### config.mk
export PLATFORM = sky130hd
export DESIGN_NAME = led_ws2812_tx
export DESIGN_NICKNAME = d
export VERILOG_FILES = /design/src/rtl/led_ws2812_tx.sv
export SDC_FILE = /design/constraint.sdc
export NUM_CORES = 1
export LEC_CHECK = 0
export BUFFER_PORTS_ARGS = -buffer_cell sky130_fd_sc_hd__buf_2
export CORE_MARGIN = 3
export CORE_UTILIZATION = 35
export DETAILED_ROUTE_END_ITERATION = 16
export GPL_ROUTABILITY_DRIVEN = 0
export HOLD_SLACK_MARGIN = 0.02
export PLACE_DENSITY = 0.62
export SYNTH_ARGS = -nofsm -noshare
export SYNTH_HDL_FRONTEND = slang
export SYNTH_SLANG_ARGS = --single-unit
### constraint.sdc
create_clock -name clk -period 2.5 [get_ports clk]
set_input_delay 0.5 -clock clk [delete_from_list [all_inputs] [get_ports clk]]
set_output_delay 0.5 -clock clk [all_outputs]
set_load 0.005 [all_outputs]
### src/rtl/led_ws2812_tx.sv
// WS2812 one-wire transmitter: pops NUM_LEDS GRB words from the LED FIFO,
// serialises them MSB-first, then holds the line low for the frame latch.
module led_ws2812_tx #(
  parameter int DATA_W       = 24,
  parameter int NUM_LEDS     = 8,
  parameter int TBIT         = 62,
  parameter int T0H          = 20,
  parameter int T1H          = 40,
  parameter int RESET_CYCLES = 3000
) (
  input  logic              clk,
  input  logic              rstn,
  input  logic              send_start,
  input  logic              fifo_empty,
  input  logic [DATA_W-1:0] fifo_rd_data,
  output logic              fifo_rd_en,
  output logic              dout,
  output logic              busy,
  output logic              done,
  output logic              err_underrun
);

  localparam int CYC_W  = $clog2(TBIT);
  localparam int BIT_W  = $clog2(DATA_W);
  localparam int WORD_W = $clog2(NUM_LEDS + 1);
  localparam int LAT_W  = $clog2(RESET_CYCLES + 1);

  localparam logic [CYC_W-1:0]  CYC_LAST  = CYC_W'(TBIT - 1);
  localparam logic [BIT_W-1:0]  BIT_LAST  = BIT_W'(DATA_W - 1);
  localparam logic [WORD_W-1:0] WORD_LAST = WORD_W'(NUM_LEDS - 1);
  localparam logic [LAT_W-1:0]  LAT_LAST  = LAT_W'(RESET_CYCLES - 1);

  typedef enum logic [2:0] {
    S_IDLE,
    S_FETCH,
    S_LOAD,
    S_BIT,
    S_LATCH,
    S_DONE
  } state_t;

  state_t              state;
  logic [DATA_W-1:0]   shift_reg;
  logic [CYC_W-1:0]    cyc_cnt;
  logic [BIT_W-1:0]    bit_cnt;
  logic [WORD_W-1:0]   word_cnt;
  logic [LAT_W-1:0]    latch_cnt;

  function automatic logic [CYC_W-1:0] hi_len(input logic b);
    return b ? CYC_W'(T1H) : CYC_W'(T0H);
  endfunction

  // dout is registered, so every branch computes the level for the next cycle.
  // The pop decision is taken on the edge that enters FETCH; only this block
  // pops the FIFO, so it cannot drain between that edge and the pop.
  always_ff @(posedge clk) begin
    if (!rstn) begin
      state        <= S_IDLE;
      dout         <= 1'b0;
      fifo_rd_en   <= 1'b0;
      busy         <= 1'b0;
      done         <= 1'b0;
      err_underrun <= 1'b0;
      cyc_cnt      <= '0;
      bit_cnt      <= '0;
      word_cnt     <= '0;
      latch_cnt    <= '0;
    end else begin
      done       <= 1'b0;
      fifo_rd_en <= 1'b0;
      case (state)
        S_IDLE: begin
          dout <= 1'b0;
          if (send_start) begin
            state        <= S_FETCH;
            busy         <= 1'b1;
            err_underrun <= 1'b0;
            word_cnt     <= '0;
            fifo_rd_en   <= !fifo_empty;
          end
        end
        S_FETCH: begin
          if (fifo_rd_en) begin
            state <= S_LOAD;
          end else begin
            err_underrun <= 1'b1;
            latch_cnt    <= '0;
            state        <= S_LATCH;
          end
        end
        S_LOAD: begin
          shift_reg <= fifo_rd_data;
          bit_cnt   <= BIT_LAST;
          cyc_cnt   <= '0;
          dout      <= (hi_len(fifo_rd_data[DATA_W-1]) != '0);
          state     <= S_BIT;
        end
        S_BIT: begin
          if (cyc_cnt == CYC_LAST) begin
            cyc_cnt   <= '0;
            shift_reg <= {shift_reg[DATA_W-2:0], 1'b0};
            if (bit_cnt == '0) begin
              dout     <= 1'b0;
              word_cnt <= word_cnt + 1'b1;
              if (word_cnt == WORD_LAST) begin
                latch_cnt <= '0;
                state     <= S_LATCH;
              end else begin
                fifo_rd_en <= !fifo_empty;
                state      <= S_FETCH;
              end
            end else begin
              bit_cnt <= bit_cnt - 1'b1;
              dout    <= (hi_len(shift_reg[DATA_W-2]) != '0);
            end
          end else begin
            cyc_cnt <= cyc_cnt + 1'b1;
            dout    <= ((cyc_cnt + 1'b1) < hi_len(shift_reg[DATA_W-1]));
          end
        end
        S_LATCH: begin
          dout <= 1'b0;
          if (latch_cnt == LAT_LAST) begin
            done  <= 1'b1;
            state <= S_DONE;
          end else begin
            latch_cnt <= latch_cnt + 1'b1;
          end
        end
        S_DONE: begin
          busy  <= 1'b0;
          state <= S_IDLE;
        end
        default: state <= S_IDLE;
      endcase
    end
  end

endmodule

==> results by stage <==
Status:
- The run finished with clean final reports.

Route:
- The total number of vias is 2431.
- Once detail routing completed, the nets flagged for antenna violations numbered 0.
- Before antenna repair, the detailed router went through 4 iterations.
- Dividing the detail-routed wire length by the instance count gives 12.9 µm.
- The final layout contains routed wiring with a total length of 6140 µm.
- The via-per-instance ratio is 5.11.
- In the routed design, unresolved DRC markers number 0.
- After the first detailed-routing iteration, the DRC count stood at 67.

Logic synthesis:
- The warning count from the yosys run is 0.
- The post-synthesis instance area is 2960 µm².
- The count of flip-flops with a built-in enable after synthesis is 24.
- For this run, the leading register cell type out of synthesis is sky130_fd_sc_hd__dfxtp_1.
- In this run, synthesis produced a sequential element count of 59.
- The mean instance size in the synthesized netlist is 8.88 µm².
- The register area share after synthesis is 48.1%.
- Synthesis produced a netlist with a net count of 370.
- The number of instances in the synthesized netlist is 333.
- The share of async-settable or async-resettable flops after synthesis is 0%.
- The number of distinct library cells after synthesis is 54.

Placement:
- Counting tap cells, the placed design contains a total of 460 instances.
- Buffers placed on the I/O ports in this run total 32.
- OpenSTA, run right after detailed placement, puts the worst setup slack at 0.212 ns.
- Detailed placement finished with a half-perimeter wire length of 4370 µm.

Power and ir drop:
- Sequential cells account for 50.4% of the total power.
- Per report_power, the clock group accounts for 42.9% of the total.
- The switching power as a share of total power is 24.4%.
- The switching power is 499 µW.
- The power density over cell area is 594 nW/µm².
- The internal cell power is 1.54 mW.
- The leakage dissipation is 1.35 nW.
- The maximum vdd drop is 0.295 mV.
- The share of total power in combinational logic is 6.7%.
- The design draws 2.04 mW.

Timing:
- Setup repair after global routing left no endpoint under its margin.
- After layout, the minimum clock period comes to 2.30 ns.
- The final cycle utilization of the critical path is 92.0%.
- The worst path meets setup with 0.199 ns of slack.
- The final count of pins violating max slew is 0.
- The maximum clock frequency is 435 MHz.
- The final hold violation count is 0.
- For the final routed database, the setup TNS stands at 0 ns.
- Measured against its own limit, the worst slew margin works out to 56.1%.
- The worst hold slack across all endpoints is 0.327 ns.
- At the pin with the least slew margin, the transition time is 0.653 ns.
- The clock arrives with 0.0113 ns of skew.
- The count of endpoints failing setup in the final report is 0.

Cells and area:
- The area growth from synthesis to layout is 16.1%.
- The fraction of final layout cells with drive strength greater than 1 is 17.1%.
- The number of diodes added for antenna fixing is 0.
- The flip-flop count of the largest register after layout is 24.
- The net count of the finished layout is 406.
- The total of fill cells in the finished design is 795.
- The count of cells in the finished layout, fillers not included, comes to 476.

Clocking:
- The tree is rooted in a sky130_fd_sc_hd__clkbuf_8.
- The later-pin clock latency in the skew report is 0.34 ns.
- In this run the post-CTS setup repair buffer count came out at 0.
- Buffers inserted during clock tree synthesis total 9.
- Clock-pin slew was measured on the worst setup and hold paths at 0.08 ns.
- Post-CTS repair changed the size of 0 cells.
- The clock net sink count is 59.
- The H-tree was split into 3 levels.
- Hold repair after CTS inserted 0 buffers.
- The maximum root-to-sink buffer count is 2.
- The CTS tree is yes.

Setup path:
- The kind of end point of the critical path is a register.
- Along the worst path, the maximum fanout reaches 14.
- The signal on the critical path passes through inv_1, ha_1, or4b_4, nor3_4, a31oi_2, or4_1, a21oi_1.
- The startpoint identified for the worst register-to-register timing path is bit_cnt[0].
- The critical path ends at latch_cnt[8].
- The highest-delay cell along the critical path is sky130_fd_sc_hd__or4_1.
- In this run the critical register-to-register path is captured at latch_cnt[8].
- The largest stage delay on the critical path is 0.57 ns.
- The endpoint required time on the critical path is 2.77 ns.
- The arrival time at the worst endpoint is 2.57 ns.
- The worst register-to-register path has a depth of 7.
- The critical path starts at bit_cnt[0].
- The critical path in this run is classified as reg2reg.
- The worst setup path is launched from a register.
- The reg-to-reg setup timing slack is 0.20 ns.

Die:
- The count of pins on the block boundary is 33.
- In this run the vertical extent of the chip is 97.9 µm.
- The die covers 9590 µm².
- The floorplan has 32 rows.
- The horizontal die dimension is 97.9 µm.
- The initial utilization of the core area, before any placement, comes to 37.1%.
- The core region is 7970 µm².

Global route:
- The number of global-route vias before repair is 2267.
- The first global-routing pass estimated 10600 µm of wire.
- The global routing usage summed across all routing layers is 13.6%.
- The total overflow left after global routing is 0.
- The number of antenna violations at the first check in global routing is 0.
- The largest net degree at the start of global routing is 29.

Hold path:
- The path category of the worst min-delay check is in2reg.

Job:
- The max capacitance violation total is 0.
-- cell type report --
type / instances / area (µm²) / share of cell area, %
flip-flops and latches: 59 / 1420 / 41.4
well taps: 102 / 128 / 3.72
inverters: 7 / 26.3 / 0.766
repair buffers: 40 / 220 / 6.42
clock inverters: 7 / 76.3 / 2.22
multi-input cells: 252 / 1440 / 41.9
clock buffers: 9 / 124 / 3.61
-- layer usage --
| metal | part of all wire (%) | GRT usage, % |
|---|---|---|
| met1 | 49 | 17.9 |
| met3 | 3.3 | 4.07 |
| met5 | 0 | 0 |
| met4 | 1.2 | 5.43 |
| met2 | 47 | 20.9 |
-- cell usage in the layout, fill, tap and decap left out, drive strengths merged, types with 8 or more instances in the layout --
cell / synthesis / layout
a21oi: 20 / 20
buf: 3 / 40
clkbuf: 12 / 9
dfxtp: 35 / 35
edfxtp: 24 / 24
ha: 9 / 9
inv: 7 / 9
nand2: 87 / 87
nand3: 8 / 8
nor2: 25 / 25
o21ai: 11 / 11
or4: 8 / 8
-- stage by stage --
stage / cell area, µm² / util, %
floorplan: 2960 / -
global placement: 3230 / 40.6
detailed placement: 3230 / 40.6
CTS: 3430 / 43.1
global route: 3430 / 43.1
finish: 3430 / 43.1
-- worst max-delay path, delay by kind of cell (launching register included) --
kind | cells | cell delay (ns)
compound gates | 2 | 0.41
simple gates | 3 | 1.23
flops | 1 | 0.33
fa+ha+maj | 1 | 0.16
buf+inv | 1 | 0.08
-- cells in the mapped netlist, types with 2 or more instances --
cell type	count	area, µm²
sky130_fd_sc_hd__a31oi_1	3	18.8
sky130_fd_sc_hd__nand2b_1	3	18.8
sky130_fd_sc_hd__nor3b_1	3	22.5
sky130_fd_sc_hd__nand4_1	4	25.0
sky130_fd_sc_hd__edfxtp_1	24	721
sky130_fd_sc_hd__o31ai_1	6	45.0
sky130_fd_sc_hd__and3_1	6	37.5
sky130_fd_sc_hd__o21ai_1	2	10.0
sky130_fd_sc_hd__o21a_1	3	22.5
sky130_fd_sc_hd__a211oi_1	2	15.0
sky130_fd_sc_hd__a21oi_1	19	95.1
sky130_fd_sc_hd__or4_1	8	60.1
sky130_fd_sc_hd__and2_1	5	31.3
sky130_fd_sc_hd__nand3_1	8	40.0
sky130_fd_sc_hd__inv_1	7	26.3
sky130_fd_sc_hd__ha_1	9	113
sky130_fd_sc_hd__nand2_1	87	327
sky130_fd_sc_hd__nand3b_1	2	15.0
sky130_fd_sc_hd__clkbuf_1	12	45.0
sky130_fd_sc_hd__a21boi_0	2	15.0
sky130_fd_sc_hd__buf_6	2	22.5
sky130_fd_sc_hd__xnor2_1	6	52.6
sky130_fd_sc_hd__o211ai_1	4	30.0
sky130_fd_sc_hd__xor2_1	2	17.5
sky130_fd_sc_hd__nor3_1	5	25.0
sky130_fd_sc_hd__a22oi_1	3	22.5
sky130_fd_sc_hd__o21ai_0	9	45.0
sky130_fd_sc_hd__and3b_1	2	17.5
sky130_fd_sc_hd__or3_1	2	12.5
sky130_fd_sc_hd__dfxtp_1	35	701
sky130_fd_sc_hd__nor2_1	25	93.8
-- power by group through the flow --
stage               Combinational [mW]  Clock [mW]  Sequential (mW)
floorplan                       0.0960           0             1.04
global route                     0.158       0.939             1.03
CTS                              0.139       0.904             1.03
detailed placement               0.138           0             1.05
global placement                 0.136           0             1.05
finish                           0.137       0.875             1.03
-- kinds of logic (layout without fill, tap and decap cells) --
family / count (synthesis) / in the layout / share of synthesized area, %
AND/OR/NAND/NOR: 171 / 171 / 28.1
AO/OA/AOI/OAI: 64 / 64 / 14.3
flip-flops: 59 / 59 / 48.1
buffers and inverters: 22 / 63 / 3.34
adder cells (fa/ha/maj): 9 / 9 / 3.81
XOR/XNOR: 8 / 8 / 2.37
-- worst min path at each step --
stage | from | endpoint | cells after the start
finish | fifo_empty | fifo_rd_en | 2
global route | fifo_empty | fifo_rd_en | 2
CTS | fifo_empty | fifo_rd_en | 2
detailed placement | busy | busy | 2
global placement | busy | busy | 2
floorplan | latch_cnt[9] | latch_cnt[9] | 2
Note: power is estimated with default switching activity, not from simulation.
